<file path="src/rtl/axi4_lite_slave_regfile.sv">
`default_nettype none
// ============================================================================
//  Module   : axi4_lite_slave_regfile
//  Purpose  : AXI4-Lite slave register bank. A word-aligned address window is
//             decoded into p_NUM_REGS registers, each either read/write (value
//             exported on reg_o) or read-only (value taken live from sts_i).
//             One outstanding write and one outstanding read; the two paths
//             run independently of each other.
//  Ports    : ACLK/ARESETn          clock, async active-low reset
//             AW*/W*/B*             AXI4-Lite write address/data/response
//             AR*/R*                AXI4-Lite read address/data
//             reg_o                 RW register contents, reg i at [i*DW +: DW]
//             sts_i                 RO register sources, same packing
//             wr_pulse_o            1-cycle strobe per register on OKAY write
//  Revision : 1.0  initial release
// ============================================================================
module axi4_lite_slave_regfile #(
  parameter int                               p_ADDRESS_BUS_WIDTH = 32,
  parameter int                               p_DATA_BUS_WIDTH    = 32,
  parameter int                               p_NUM_REGS          = 16,
  parameter logic [p_ADDRESS_BUS_WIDTH-1:0]   p_BASE_ADDR         = '0,
  parameter logic [p_NUM_REGS-1:0]            p_RO_MASK           = '0,
  parameter logic [p_DATA_BUS_WIDTH-1:0]      p_RST_VAL           = '0
) (
  input  logic                                   ACLK,
  input  logic                                   ARESETn,
  input  logic [p_ADDRESS_BUS_WIDTH-1:0]         AWADDR,
  input  logic [2:0]                             AWPROT,
  input  logic                                   AWVALID,
  output logic                                   AWREADY,
  input  logic [p_DATA_BUS_WIDTH-1:0]            WDATA,
  input  logic [p_DATA_BUS_WIDTH/8-1:0]          WSTRB,
  input  logic                                   WVALID,
  output logic                                   WREADY,
  output logic [1:0]                             BRESP,
  output logic                                   BVALID,
  input  logic                                   BREADY,
  input  logic [p_ADDRESS_BUS_WIDTH-1:0]         ARADDR,
  input  logic [2:0]                             ARPROT,
  input  logic                                   ARVALID,
  output logic                                   ARREADY,
  output logic [p_DATA_BUS_WIDTH-1:0]            RDATA,
  output logic [1:0]                             RRESP,
  output logic                                   RVALID,
  input  logic                                   RREADY,
  output logic [p_NUM_REGS*p_DATA_BUS_WIDTH-1:0] reg_o,
  input  logic [p_NUM_REGS*p_DATA_BUS_WIDTH-1:0] sts_i,
  output logic [p_NUM_REGS-1:0]                  wr_pulse_o
);

  localparam int AW   = p_ADDRESS_BUS_WIDTH;
  localparam int DW   = p_DATA_BUS_WIDTH;
  localparam int N    = p_NUM_REGS;
  localparam int SW   = DW / 8;
  localparam int IDXW = (N > 1) ? $clog2(N) : 1;
  localparam logic [AW-1:0] WIN_BYTES = AW'(N * 4);
  localparam logic [1:0] RESP_OKAY   = 2'b00;
  localparam logic [1:0] RESP_SLVERR = 2'b10;

  typedef enum logic { W_IDLE = 1'b0, W_RESP = 1'b1 } wstate_t;
  typedef enum logic { R_IDLE = 1'b0, R_DATA = 1'b1 } rstate_t;

  wstate_t         w_state, w_next;
  rstate_t         r_state, r_next;

  logic            aw_held, w_held;
  logic [AW-1:0]   aw_addr_q;
  logic [DW-1:0]   wdata_q;
  logic [SW-1:0]   wstrb_q;
  logic [DW-1:0]   regs [N];
  logic [1:0]      bresp_q, rresp_q;
  logic [DW-1:0]   rdata_q;
  logic [N-1:0]    wr_pulse_q;

  logic            aw_fire, w_fire, ar_fire, commit;
  logic [AW-1:0]   wr_addr, wr_off, rd_off;
  logic [DW-1:0]   wr_data;
  logic [SW-1:0]   wr_strb;
  logic            wr_hit, wr_ok, rd_hit;
  logic [IDXW-1:0] wr_idx, rd_idx;

  // Protection attributes carry no meaning for this bank.
  logic            unused_prot;
  assign unused_prot = ^{AWPROT, ARPROT};

  assign AWREADY    = (w_state == W_IDLE) && !aw_held;
  assign WREADY     = (w_state == W_IDLE) && !w_held;
  assign BVALID     = (w_state == W_RESP);
  assign BRESP      = bresp_q;
  assign ARREADY    = (r_state == R_IDLE);
  assign RVALID     = (r_state == R_DATA);
  assign RDATA      = rdata_q;
  assign RRESP      = rresp_q;
  assign wr_pulse_o = wr_pulse_q;

  assign aw_fire = AWVALID && AWREADY;
  assign w_fire  = WVALID && WREADY;
  assign ar_fire = ARVALID && ARREADY;

  // A half captured earlier is used from its holding register; a half
  // arriving this cycle is used straight from the bus so the commit happens
  // on the edge of the later handshake.
  assign wr_addr = aw_held ? aw_addr_q : AWADDR;
  assign wr_data = w_held  ? wdata_q   : WDATA;
  assign wr_strb = w_held  ? wstrb_q   : WSTRB;
  assign commit  = (w_state == W_IDLE) && (aw_held || aw_fire) && (w_held || w_fire);

  // Address decode: the addr >= base term rejects addresses below the window
  // whose subtraction would otherwise wrap into it.
  assign wr_off = wr_addr - p_BASE_ADDR;
  assign wr_hit = (wr_addr >= p_BASE_ADDR) && (wr_off < WIN_BYTES);
  assign wr_idx = wr_off[IDXW+1:2];
  assign wr_ok  = wr_hit && !p_RO_MASK[wr_idx];

  assign rd_off = ARADDR - p_BASE_ADDR;
  assign rd_hit = (ARADDR >= p_BASE_ADDR) && (rd_off < WIN_BYTES);
  assign rd_idx = rd_off[IDXW+1:2];

  // ---------------- write FSM ----------------
  always_ff @(posedge ACLK or negedge ARESETn) begin
    if (!ARESETn) w_state <= W_IDLE;
    else          w_state <= w_next;
  end

  always_comb begin
    w_next = w_state;
    case (w_state)
      W_IDLE:  if (commit) w_next = W_RESP;
      W_RESP:  if (BREADY) w_next = W_IDLE;
      default: w_next = W_IDLE;
    endcase
  end

  always_ff @(posedge ACLK or negedge ARESETn) begin
    if (!ARESETn) begin
      aw_held    <= 1'b0;
      w_held     <= 1'b0;
      aw_addr_q  <= '0;
      wdata_q    <= '0;
      wstrb_q    <= '0;
      bresp_q    <= RESP_OKAY;
      wr_pulse_q <= '0;
    end else begin
      wr_pulse_q <= '0;
      if (aw_fire) aw_addr_q <= AWADDR;
      if (w_fire) begin
        wdata_q <= WDATA;
        wstrb_q <= WSTRB;
      end
      if (commit) begin
        aw_held <= 1'b0;
        w_held  <= 1'b0;
        bresp_q <= wr_ok ? RESP_OKAY : RESP_SLVERR;
        if (wr_ok) wr_pulse_q[wr_idx] <= 1'b1;
      end else begin
        if (aw_fire) aw_held <= 1'b1;
        if (w_fire)  w_held  <= 1'b1;
      end
    end
  end

  // ---------------- register storage ----------------
  always_ff @(posedge ACLK or negedge ARESETn) begin
    if (!ARESETn) begin
      for (int i = 0; i < N; i++) regs[i] <= p_RST_VAL;
    end else if (commit && wr_ok) begin
      for (int b = 0; b < SW; b++) begin
        if (wr_strb[b]) regs[wr_idx][8*b +: 8] <= wr_data[8*b +: 8];
      end
    end
  end

  generate
    for (genvar gi = 0; gi < N; gi++) begin : g_reg_o
      assign reg_o[gi*DW +: DW] = regs[gi];
    end
  endgenerate

  // ---------------- read FSM ----------------
  always_ff @(posedge ACLK or negedge ARESETn) begin
    if (!ARESETn) r_state <= R_IDLE;
    else          r_state <= r_next;
  end

  always_comb begin
    r_next = r_state;
    case (r_state)
      R_IDLE:  if (ARVALID) r_next = R_DATA;
      R_DATA:  if (RREADY)  r_next = R_IDLE;
      default: r_next = R_IDLE;
    endcase
  end

  // Read data is only loaded on the AR handshake, so it stays stable for as
  // long as RREADY is withheld. Same-edge writes are not visible here because
  // regs still holds the pre-commit value at this edge.
  always_ff @(posedge ACLK or negedge ARESETn) begin
    if (!ARESETn) begin
      rdata_q <= '0;
      rresp_q <= RESP_OKAY;
    end else if (ar_fire) begin
      if (!rd_hit) begin
        rdata_q <= '0;
        rresp_q <= RESP_SLVERR;
      end else if (p_RO_MASK[rd_idx]) begin
        rdata_q <= sts_i[rd_idx*DW +: DW];
        rresp_q <= RESP_OKAY;
      end else begin
        rdata_q <= regs[rd_idx];
        rresp_q <= RESP_OKAY;
      end
    end
  end

endmodule
`default_nettype wire

</file>
<file path="config.mk">
export PLATFORM = sky130hd
export DESIGN_NAME = axi4_lite_slave_regfile
export DESIGN_NICKNAME = d
export VERILOG_FILES = /design/src/rtl/axi4_lite_slave_regfile.sv
export SDC_FILE = /design/constraint.sdc
export NUM_CORES = 1
export LEC_CHECK = 0
export ABC_AREA = 1
export CAP_MARGIN = 10
export CORE_AREA = 2 2 460 462
export CTS_CLUSTER_SIZE = 24
export DETAILED_ROUTE_END_ITERATION = 12
export DIE_AREA = 0 0 462 464
export GPL_ROUTABILITY_DRIVEN = 0
export PLACE_DENSITY_LB_ADDON = 0.08
export SLEW_MARGIN = 20
export SYNTH_ARGS = -nofsm -noshare
export SYNTH_HDL_FRONTEND = slang
export SYNTH_SLANG_ARGS = --single-unit
</file>
<file path="constraint.sdc">
create_clock -name ACLK -period 2.67 [get_ports ACLK]
set_clock_uncertainty 0.05 [all_clocks]
set_input_delay 0.801 -clock ACLK [delete_from_list [all_inputs] [get_ports ACLK]]
set_output_delay 0.801 -clock ACLK [all_outputs]
set_load 0.005 [all_outputs]
</file>
# After elaboration in Yosys (flattened, before gate mapping)

Memories as Yosys holds them, arrays and structs flattened.
Cells that the tools add are included.

Add/subtract/negate cells: 0
Multipliers: 0
Div/mod/pow operators: 0
Order comparisons: 10
Equality and inequality tests: 0
Shift-type cells: 1
Multiplexer cells: 45
Bitwise gates (word level): 4
Reduce and logical (&&, ||, !) cells: 20

Operator list:

| kind                                                                           | count |
|---|---|
| 512-bit 2-to-1 mux                                                             | 7 |
| 512-bit bitwise mux                                                            | 4 |
| 32-bit demux with 4-bit select                                                 | 4 |
| 512-bit by 10-bit variable part select with 32-bit output                      | 1 |
| 32-bit 2-to-1 mux                                                              | 7 |
| 32-bit binary-select mux with 4-bit select                                     | 1 |
| 32-bit by 1-bit >= comparator with 1-bit output (second input constant)        | 2 |
| 32-bit by 7-bit less-than comparator with 1-bit output (second input constant) | 2 |
| 16-bit 2-to-1 mux                                                              | 3 |
| 24-bit 2-to-1 mux                                                              | 1 |
| 1-bit logical AND                                                              | 13 |
| 1-bit 2-to-1 mux                                                               | 11 |
| 5-bit >= comparator (second input constant)                                    | 2 |
| 4-bit by 5-bit less-than comparator with 1-bit output (second input constant)  | 2 |
| 4-bit inverter with 5-bit output                                               | 2 |
| 8-bit 2-to-1 mux                                                               | 1 |
| 5-bit by 1-bit less-than comparator with 1-bit output (second input constant)  | 1 |
| 1-bit demux with 4-bit select                                                  | 1 |
| 4-bit by 1-bit >= comparator with 1-bit output (second input constant)         | 1 |
| 2-bit 2-to-1 mux                                                               | 2 |
| 4-bit 2-to-1 mux                                                               | 1 |
| 1-bit one-hot mux with 2 select lines                                          | 2 |
| 2-bit nonzero test                                                             | 2 |
| 1-bit logical NOT                                                              | 3 |
| 2 further kinds                                                                | 4 |

Register bits: 636
Latch bits: 0
Memory bits (writable): 0
ROM bits: 32
Input bits: 625
Output and inout bits: 569
Logic and storage cells: 109
Memories: 2

Memory list:

| memory           | words | width | read ports | clocked after memory_dff | wr ports | RTL line | source |
|---|---|---|---|---|---|---|---|
| (name not given) | 16    | 1     | 1          | 0                        | 0        | 205      | `end else if (p_RO_MASK[rd_idx]) begin` |
| (name not given) | 16    | 1     | 1          | 0                        | 0        | 113      | `assign wr_ok = wr_hit && !p_RO_MASK[wr_idx];` |

# Depth between registers and ports, before layout

Gate-level depths: netlist of run 1.

Word-level depth: 17
Depth in mapped cells: 14

# Worst setup path before layout of run 1

No wires, ideal clock.

Path kind: input to register
Start point: input port AWADDR[10]
End point: register regs, in the netlist reg_o[0]
Arrival time: 2.033 ns
Required time: 2.501 ns
Path slack: 0.468 ns
Stages: 12
Buffers on the path: 2
Cell sequence: nor2_1 -> nand2_1 -> nor2_1 -> nand2_1 -> nand2_4 -> nand2_2 -> inv_2 -> buf_6 -> buf_8 -> nand4_4 -> nand2_1 -> nand2_1

Cells in the longest elaborated chain, start to end: 5
Elaborated cells between the ends (all ways): 6
Classes of those cells: 2 x order compare; 1 x mux; 3 x reduce/logical

Ends and longest elaborated chain:

| item                                                                                                                      | RTL line | source |
|---|---|---|
| start: declaration                                                                                                        | 27       | `input logic [p_ADDRESS_BUS_WIDTH-1:0] AWADDR,` |
| 32-bit 2-to-1 mux (*)                                                                                                     | 103      | `assign wr_addr = aw_held ? aw_addr_q : AWADDR;` |
| 32-bit by 1-bit >= comparator with 1-bit output or 32-bit by 7-bit less-than comparator with 1-bit output (tied branches) | 111      | `assign wr_hit = (wr_addr >= p_BASE_ADDR) && (wr_off < WIN_BYTES);` |
| 1-bit logical AND (*)                                                                                                     | 111      |  |
| 1-bit logical AND (*)                                                                                                     | 113      |  |
| 1-bit logical AND (*)                                                                                                     | 166      | `end else if (commit && wr_ok) begin` |
| end signal: indexed assignment                                                                                            | 168      | `if (wr_strb[b]) regs[wr_idx][8*b +: 8] <= wr_data[8*b +: 8];` |
| end: declaration                                                                                                          | 70       | `logic [DW-1:0] regs [N];` |

Every way passes the cells marked *; elsewhere a longest branch is shown, timed or not.
A chain may end at the register's enable or synchronous reset.

# Final worst setup path of run 1

Start point: register regs, in the netlist reg_o[135]
End point: output port reg_o[135]

RTL lines:

| item             | RTL line | source |
|---|---|---|
| end: declaration | 46       | `output logic [p_NUM_REGS*p_DATA_BUS_WIDTH-1:0] reg_o,` |

No word-level cell between the ends.

==> out/results.ini, run 1 <==
[global_route]
antenna_found_initial = 5
grt_pass1_vias = 33600
grt_pass1_wl_um = 278000
grt_overflow = 0
grtUsageTotal_pct = 18.3
grt_max_degree = 94

[drt]
vias = 33600
post_drt_via_cell_ratio = 4.23
detail_route.iter0.violations = 2529
ant_nets = 0
dr.pass1.iters = 5
wl_per_cell_um = 25.1
routed_wl_um = 200000
drc = 0

[pwr]
power_frac_seq_pct = 29.3
p_leak_uw = 0.0237
p_switching_uw = 13900
swShare_pct = 39.2
p_per_area_nw_per_um2 = 719
combinationalPowerShare_pct = 34.8
clkPwrFrac_pct = 36.0
intPower_uw = 21600
irDropWorstVdd_v = 0.000591
power_uw = 35400

[placed_design]
preCtsSetupSlack_ns = -0.653
port_buffers = 669
place_area_um2 = 46200
dp_hpwl_um = 154000

[floorplan]
io_pins = 1194
fp.dieArea_um2 = 214000
die_w_um = 462
rows = 168
die-height_um = 464
start_util_pct = 15.8
core-area_um2 = 209000

[cells_and_area]
final_area_um2 = 49300
syn_to_final_growth_pct = 49.3
fin_util_pct = 23.6
nets = 5681
drive_gt1_share_pct = 15.0

[worst_setup_path]
crit_required_ns = 1.82
path_buf_inv = 1
crit_fanout = 3
slowest_stage = clkdlybuf4s50_1
critPathKind = register to primary output
crit_family = buffers and inverters
start_kind = register
crit_path_cell_trace = clkdlybuf4s50_1
end_kind = primary output
cp.arrival_ns = 1.77
cpPeakStageDelay_ns = 0.56
reg2reg_slack_ns = 0.17

[timing]
rsz0062_at_grt = no
setup_viol = 0
post-route-min-period_ns = 2.62
setup_ws_ns = 0.0494
timing.slew.headroom_pct = 33.4
drv_slew = 0
worst_pin_slew_ns = 0.978
hold_viol_final = 0
finalCritPeriodShare_pct = 98.1
tns_ns = 0
fmax_ghz = 0.382

[synth]
netlist.area_leader.share_pct = 47.9
synthCells = 4202
syn_area_per_cell_um2 = 7.86
synth_edf_count = 0
yosysSeqAreaShare_pct = 47.9
yosysUniqueCellTypes = 41
async_reset_ff_share_pct = 100
synth_top_area_cell = dfrtp_1
syn-cell-area_um2 = 33000
ys.flop_type = dfrtp_1
ys_ff_latch = 632
ys.warnings.count = 0
netlist_top_cells_area = dfrtp_1 (48%), nand2_1 (21%), nand4_1 (7.3%), nand3_1 (6.3%), nand4_4 (3.5%)

[clock_network]
clk-insertion-delay-late_ns = 0.72
cts_tree = built
clock_path_buffers = 3
cts_buffers = 92
cts.sinks = 632
clockRootBuffer = clkbuf_16
clk_pin_slew_ns = 0.05
htree_levels = 3

[min_path]
hold_class = register to register

[run]
timing.max_cap.violations = 0

[outcome]
outcome = finished, final reports clean

cells in the mapped netlist (36+ instances only):
cell	number
nand2_1	1858
clkbuf_1	169
buf_2	92
inv_1	73
nor2_1	68
dfrtp_1	632
nor3_1	146
o21ai_0	47
nand3_1	419
nand4_4	55
o21ai_1	36
nand4_1	388
cell families after synthesis:
kind of cell,count (synthesis),synth area share [%]
multiplexers,22,0.746
other,1,0.0113
flip-flops,632,47.9
buffers and inverters,427,6.07
AND/OR/NAND/NOR,2983,43.0
AO/OA/AOI/OAI,137,2.34
path summary, 6_finish.rpt:
path,from,to,depth (start not counted)
hold reg to reg,wstrb_q[2]$_DFFE_PN0P_,wstrb_q[2]$_DFFE_PN0P_,2
setup / recovery,reg_o[135]$_DFFE_PN0P_,reg_o[135],1
hold / removal,wstrb_q[2]$_DFFE_PN0P_,wstrb_q[2]$_DFFE_PN0P_,2
max in group asynchronous,ARESETn,reg_o[345]$_DFFE_PN0P_,3
min in group asynchronous,ARESETn,reg_o[483]$_DFFE_PN0P_,2
setup reg to reg,aw_held$_DFFE_PN0P_,reg_o[212]$_DFFE_PN0P_,12
registers in the layout, summed over array words and instances (netlist names), 4 cells and up:
signal      count
wdata_q        32
reg_o         512
wr_pulse_o     16
aw_addr_q      30
wstrb_q         4
RDATA          32
power groups by stage:
| stage | sequential [µW] | combinational (µW) | clock (µW) |
|---|---|---|---|
| after global routing | 10400 | 13200 | 13600 |
| after CTS | 10400 | 12500 | 13300 |
| after floorplan | 10500 | 5360 | 0 |
| final | 10400 | 12300 | 12800 |
| after global placement | 10500 | 12400 | 0 |
| after detailed placement | 10600 | 12400 | 0 |
cell usage in the layout, fill, tap and decap left out, drive strengths merged:
cell / netlist / layout
a21oi: 35 / 35
and2: 2 / 2
buf: 163 / 428
bufinv: 0 / 5
clkbuf: 171 / 148
clkdlybuf4s15: 0 / 1
clkdlybuf4s50: 0 / 564
clkinv: 17 / 23
clkinvlp: 0 / 2
conb: 1 / 2
dfrtp: 632 / 632
diode: 0 / 3
dlygate4sd2: 0 / 97
dlygate4sd3: 0 / 1
dlymetal6s2s: 0 / 2
inv: 76 / 80
mux2: 21 / 21
mux2i: 1 / 1
nand2: 1862 / 1862
nand3: 420 / 420
nand4: 449 / 449
nor2: 99 / 99
nor3: 146 / 146
nor4: 1 / 1
o211ai: 14 / 14
o21ai: 87 / 87
o21bai: 1 / 1
or2: 4 / 4
routing by layer:
layer  up-vias  track usage [%]  share of wire [%]
met5         -                0             0.0065
met4         2             5.41                2.9
met3       176             3.57                5.6
met2       986             26.7                 42
met1     16600             26.8                 49
li1      15800                -                  -
per-stage QoR:
step,hold WS (ns),instances
finish,0.431,7935
global route,0.450,7934
CTS,0.425,7932
detailed placement,0.420,7761
global placement,0.416,7761
floorplan,0.403,4203
what timing repair did:
action	4_1_cts	5_1_grt
setup buffers	5	0
gates resized for setup	157	9
hold endpoints to repair	5	0
endpoints found under the setup margin	183	172
cloned	0	0
hold buffers	1	0
cell type report:
cell class / instances / area (µm²)
fillers: 23000 / 160000
flip-flops and latches: 632 / 15900
multi-input cells: 3144 / 15300
repair buffers: 1093 / 11200
well taps: 2805 / 3510
clock buffers: 148 / 2820
inverters: 93 / 364
clock inverters: 17 / 249
diodes: 3 / 7.51
Note: power is estimated with default switching activity, not from simulation.
==> inputs of run 2 (changes only) <==
CORE_AREA = 5 5 463 465   (was 2 2 460 462)
DIE_AREA = 0 0 468 470   (was 0 0 462 464)
==> out/results.ini, run 2 (synthesized netlist as in run 1, its figures left out) <==
[drt]
drc = 0  ; unchanged
ant_nets = 0  ; unchanged
dr.pass1.iters = 6  ; was 5
wl_per_cell_um = 25.6  ; was 25.1 µm
detail_route.iter0.violations = 2448  ; was 2529
routed_wl_um = 203000  ; was 200000 µm
vias = 33600  ; about the same
post_drt_via_cell_ratio = 4.25  ; was 4.23

[timing]
hold_viol_final = 0  ; unchanged
worst_pin_slew_ns = 1.02  ; was 0.978 ns
drv_slew = 0  ; unchanged
setup_viol = 0  ; unchanged
rsz0062_at_grt = no  ; unchanged
finalCritPeriodShare_pct = 97.0  ; was 98.1%
post-route-min-period_ns = 2.59  ; was 2.62 ns
timing.slew.headroom_pct = 30.2  ; was 33.4%
fmax_ghz = 0.386  ; was 0.382 GHz

[cells_and_area]
final-seq-area_um2 = 15900  ; about the same
nets = 5669  ; was 5681
fin_util_pct = 23.5  ; was 23.6%
fillers = 23100  ; was 23000
final_common_cell = nand2_1  ; unchanged
drive_gt1_share_pct = 14.9  ; was 15.0%
multi_input_area_um2 = 15300  ; about the same
syn_to_final_growth_pct = 48.9  ; was 49.3%
most-common-layout-cells = nand2_1 (1857), dfrtp_1 (569), clkdlybuf4s50_1 (568)  ; was nand2_1 (1853), dfrtp_1 (574), clkdlybuf4s50_1 (564)
largest_reg_flops = 512  ; unchanged
final_cells = 7922  ; was 7935

[clock_network]
htree_levels = 3  ; unchanged
clk-insertion-delay-late_ns = 0.72  ; about the same
clock_path_buffers = 3  ; unchanged
cts_buffers = 90  ; was 92
clockRootBuffer = clkbuf_16  ; unchanged
cts_tree = built  ; unchanged
clk_pin_slew_ns = 0.06  ; was 0.05 ns
cts.sinks = 632  ; unchanged

[pwr]
clkPwrFrac_pct = 35.7  ; was 36.0%
p_leak_uw = 0.0236  ; was 0.0237 µW
p_switching_uw = 13900  ; about the same
swShare_pct = 39.3  ; was 39.2%
p_per_area_nw_per_um2 = 718  ; was 719 nW/µm²
irDropWorstVdd_v = 0.000657  ; was 0.000591 V
power_uw = 35300  ; was 35400 µW
power_frac_seq_pct = 29.4  ; was 29.3%
intPower_uw = 21400  ; was 21600 µW
combinationalPowerShare_pct = 34.9  ; was 34.8%

[worst_setup_path]
crit_start = reg_o[329]$_DFFE_PN0P_  ; was reg_o[135]$_DFFE_PN0P_
cpPeakStageDelay_ns = 0.68  ; was 0.56 ns
slowest_stage = clkdlybuf4s50_1  ; unchanged
crit_required_ns = 1.82  ; about the same
crit_fanout = 3  ; unchanged
crit_path_cell_trace = clkdlybuf4s50_1  ; unchanged
crit_family = buffers and inverters  ; unchanged
end_kind = primary output  ; unchanged
cp.arrival_ns = 1.74  ; was 1.77 ns
r2r-start = aw_held$_DFFE_PN0P_  ; unchanged
path_buf_inv = 1  ; unchanged
start_kind = register  ; unchanged
critPathKind = register to primary output  ; unchanged

[floorplan]
start_util_pct = 15.8  ; unchanged
core-area_um2 = 209000  ; unchanged
die-height_um = 470  ; was 464 µm
io_pins = 1194  ; unchanged
die_w_um = 468  ; was 462 µm
fp.dieArea_um2 = 220000  ; was 214000 µm²
rows = 168  ; unchanged

[global_route]
grt_max_degree = 95  ; was 94
grt_pass1_vias = 34000  ; was 33600
grtUsageTotal_pct = 17.9  ; was 18.3%
grt_pass1_wl_um = 282000  ; was 278000 µm
antenna_found_initial = 10  ; was 5
grt_overflow = 0  ; unchanged

[placed_design]
port_buffers = 669  ; unchanged
dp_hpwl_um = 157000  ; was 154000 µm
dp_cells = 7753  ; was 7761

[run]
timing.max_cap.violations = 0  ; unchanged

[min_path]
hold_class = register to register  ; unchanged
min_from = RDATA[18]$_DFFE_PN0P_  ; was wstrb_q[2]$_DFFE_PN0P_

[outcome]
outcome = finished, final reports clean  ; unchanged

## run 2: power by group through the flow
stage	clock network (µW)	registers [µW]	logic (µW)
2_1_floorplan	0	10500	5360
3_3_place_gp	0	10500	12500
3_5_place_dp	0	10500	12500
4_1_cts	13100	10400	12600
5_1_grt	13500	10400	13300
6_report	12600	10400	12300
## run 2: through the flow
| step | TNS, ns | instance area [µm²] | hold WS (ns) | setup slack (ns) |
|---|---|---|---|---|
| finish | 0 | 49200 | 0.431 | 0.0788 |
| global route | 0 | 49200 | 0.453 | 0.00153 |
| CTS | 0 | 49200 | 0.418 | 0.00125 |
| detailed placement | -173.60 | 46200 | 0.419 | -0.449 |
| global placement | -175.17 | 46200 | 0.416 | -0.454 |
| floorplan | 0 | 33000 | 0.403 | 0.468 |
## run 2: final timing paths
| path | endpoint | slack, ns | cells past startpoint |
|---|---|---|---|
| min in group asynchronous | wdata_q[19]$_DFFE_PN0P_ | 0.50 | 2 |
| max in group asynchronous | reg_o[129]$_DFFE_PN0P_ | 1.11 | 3 |
| hold reg to reg | RDATA[18]$_DFFE_PN0P_ | 0.43 | 2 |
| setup / recovery | reg_o[329] | 0.08 | 1 |
| setup reg to reg | reg_o[500]$_DFFE_PN0P_ | 0.27 | 12 |
| hold / removal | RDATA[18]$_DFFE_PN0P_ | 0.43 | 2 |
## run 2: cell type report
type                    instances  share of cell area, %
inverters                      93                  0.735
repair buffers               1083                   22.7
multi-input cells            3144                   31.0
flip-flops and latches        632                   32.3
clock buffers                 136                   5.35
well taps                    2805                   7.13
clock inverters                26                  0.742
diodes                          3                 0.0153
## run 2: timing repair
action                                 CTS  global route
setup endpoints to repair              154             2
endpoints found under the hold margin   10             0
gates resized for setup                159             2
hold buffers                             1             0
buffers inserted                         3             0
cloned                                   0             0
## run 2: routing by layer
metal	vias up	wire length [µm]	track usage (%)
met5	-	13	0
met4	2	4920	4.48
met3	154	11700	3.60
met2	954	85900	26.5
met1	16800	100000	26.4
li1	15800	-	-
==> inputs of run 3 (changes only) <==
CORE_AREA = 5 5 458 460   (was 5 5 463 465)
CTS_CLUSTER_DIAMETER = 120   (was not set)
DIE_AREA = 0 0 463 465   (was 0 0 468 470)
==> out/results.ini, run 3 (synthesized netlist as in run 1, its figures left out) <==
[outcome]
outcome = finished, final reports clean  ; unchanged

[drt]
ant_nets = 0  ; unchanged
dr.pass1.iters = 5  ; was 6
drc = 0  ; unchanged
post_drt_via_cell_ratio = 4.29  ; was 4.25
detail_route.iter0.violations = 2260  ; was 2448
wl_per_cell_um = 25.7  ; was 25.6 µm
vias = 33200  ; was 33600
routed_wl_um = 199000  ; was 203000 µm

[worst_setup_path]
end_kind = primary output  ; unchanged
start_kind = register  ; unchanged
cpPeakStageDelay_ns = 0.59  ; was 0.68 ns
reg2reg_slack_ns = 0.25  ; was 0.27 ns
cp.arrival_ns = 1.76  ; was 1.74 ns
crit_fanout = 3  ; unchanged
critPathKind = register to primary output  ; unchanged
path_buf_inv = 1  ; unchanged
slowest_stage = clkdlybuf4s50_1  ; unchanged
crit_family = buffers and inverters  ; unchanged
crit_required_ns = 1.82  ; about the same
crit_path_cell_trace = clkdlybuf4s50_1  ; unchanged

[clock_network]
cts.sinks = 632  ; unchanged
cts_tree = built  ; unchanged
clock_path_buffers = 3  ; unchanged
clockRootBuffer = clkbuf_16  ; unchanged
htree_levels = 2  ; was 3
clk-insertion-delay-late_ns = 0.70  ; was 0.72 ns
cts_buffers = 41  ; was 90
clk_pin_slew_ns = 0.10  ; was 0.06 ns
hold_buffers = 0  ; was 1

[global_route]
grt_overflow = 0  ; unchanged
grt_max_degree = 72  ; was 95
grtUsageTotal_pct = 18.0  ; was 17.9%
grt_pass1_vias = 33400  ; was 34000
grt_pass1_wl_um = 281000  ; was 282000 µm
antenna_found_initial = 6  ; was 10

[pwr]
swShare_pct = 43.8  ; was 39.3%
combinationalPowerShare_pct = 40.4  ; was 34.9%
irDropWorstVdd_v = 0.000472  ; was 0.000657 V
intPower_uw = 17100  ; was 21400 µW
p_per_area_nw_per_um2 = 637  ; was 718 nW/µm²
power_frac_seq_pct = 34.1  ; was 29.4%
p_leak_uw = 0.0230  ; was 0.0236 µW
p_switching_uw = 13300  ; was 13900 µW
clkPwrFrac_pct = 25.6  ; was 35.7%

[timing]
finalCritPeriodShare_pct = 97.9  ; was 97.0%
timing.slew.headroom_pct = 34.9  ; was 30.2%
drv_slew = 0  ; unchanged
worst_pin_slew_ns = 0.957  ; was 1.02 ns
fmax_ghz = 0.383  ; was 0.386 GHz
rsz0062_at_grt = no  ; unchanged
post-route-min-period_ns = 2.61  ; was 2.59 ns
setup_viol = 0  ; unchanged
tns_ns = 0  ; unchanged
hold_viol_final = 0  ; unchanged

[floorplan]
core-area_um2 = 206000  ; was 209000 µm²
start_util_pct = 16.1  ; was 15.8%
die-height_um = 465  ; was 470 µm
rows = 167  ; was 168
die_w_um = 463  ; was 468 µm
io_pins = 1194  ; unchanged
fp.dieArea_um2 = 215000  ; was 220000 µm²

[cells_and_area]
most-common-layout-cells = nand2_1 (1855), dfrtp_1 (607), clkdlybuf4s50_1 (578)  ; was nand2_1 (1857), dfrtp_1 (569), clkdlybuf4s50_1 (568)
final_common_cell = nand2_1  ; unchanged
syn_to_final_growth_pct = 44.2  ; was 48.9%
fin_util_pct = 23.2  ; was 23.5%
drive_gt1_share_pct = 13.4  ; was 14.9%
nets = 5634  ; was 5669
largest_reg_flops = 512  ; unchanged

[placed_design]
dp_hpwl_um = 154000  ; was 157000 µm
port_buffers = 669  ; unchanged

[run]
timing.max_cap.violations = 0  ; unchanged

[min_path]
hold_class = primary input to asynchronous set/reset pin  ; was register to register

-- run 3: changes by cell type in the layout (fill, tap and decap cells not counted), sizes merged, moves of 2 or more --
cell / change
diode: -2
clkdlybuf4s50: +10
bufinv: -6
dlymetal6s2s: +10
inv: +11
buf: +14
clkbuf: -92
dlygate4sd2: -19
-- run 3: area by class of cell --
cell class	count	area, µm²
clock buffer	44	1060
timing repair buffer	1097	11400
sequential	632	15800
antenna	1	2.50
fill	22800	158000
multi-input combinational	3144	15300
tap	2704	3380
inverter	93	364
clock inverter	29	325
-- run 3: path summary, 6_finish.rpt --
kind,cells after the start,to,from
hold / removal,1,RVALID$_DFF_PN0_,ARESETn
min in group ACLK,2,wstrb_q[0]$_DFFE_PN0P_,wstrb_q[0]$_DFFE_PN0P_
max in group asynchronous,2,reg_o[6]$_DFFE_PN0P_,ARESETn
setup / recovery,1,reg_o[182],reg_o[182]$_DFFE_PN0P_
hold reg to reg,2,wstrb_q[0]$_DFFE_PN0P_,wstrb_q[0]$_DFFE_PN0P_
setup reg to reg,12,reg_o[242]$_DFFE_PN0P_,aw_held$_DFFE_PN0P_
-- run 3: metrics by stage --
stage	cell area [µm²]	worst slack [ns]	cells	hold slack, ns	power (µW)
floorplan	33000	0.468	4203	0.403	15800
global placement	46300	-0.739	7665	0.415	22900
detailed placement	46300	-0.732	7665	0.416	23000
CTS	47600	0.000546	7743	0.0154	31100
global route	47700	0.00131	7743	0.0348	32100
finish	47700	0.0573	7744	0.0714	30400
-- run 3: timing repair --
| item | in CTS | in global routing |
|---|---|---|
| setup endpoints to repair | 119 | 67 |
| gates resized for setup | 94 | 23 |
| hold endpoints to repair | 0 | 0 |
| buffers inserted | 5 | 0 |
-- run 3: power by group through the flow --
| stage | clock network (µW) | registers [µW] | logic (µW) |
|---|---|---|---|
| 2_1_floorplan | 0 | 10500 | 5360 |
| 3_3_place_gp | 0 | 10500 | 12400 |
| 3_5_place_dp | 0 | 10600 | 12400 |
| 4_1_cts | 8260 | 10300 | 12500 |
| 5_1_grt | 8470 | 10400 | 13200 |
| 6_report | 7770 | 10300 | 12300 |
-- run 3: layer usage --
layer,vias up,part of all wire (%),track usage [%]
li1,15700,-,-
met1,16600,50,26.4
met2,900,43,27.2
met3,105,5.3,3.47
met4,4,2.2,3.65
met5,-,0.014,0
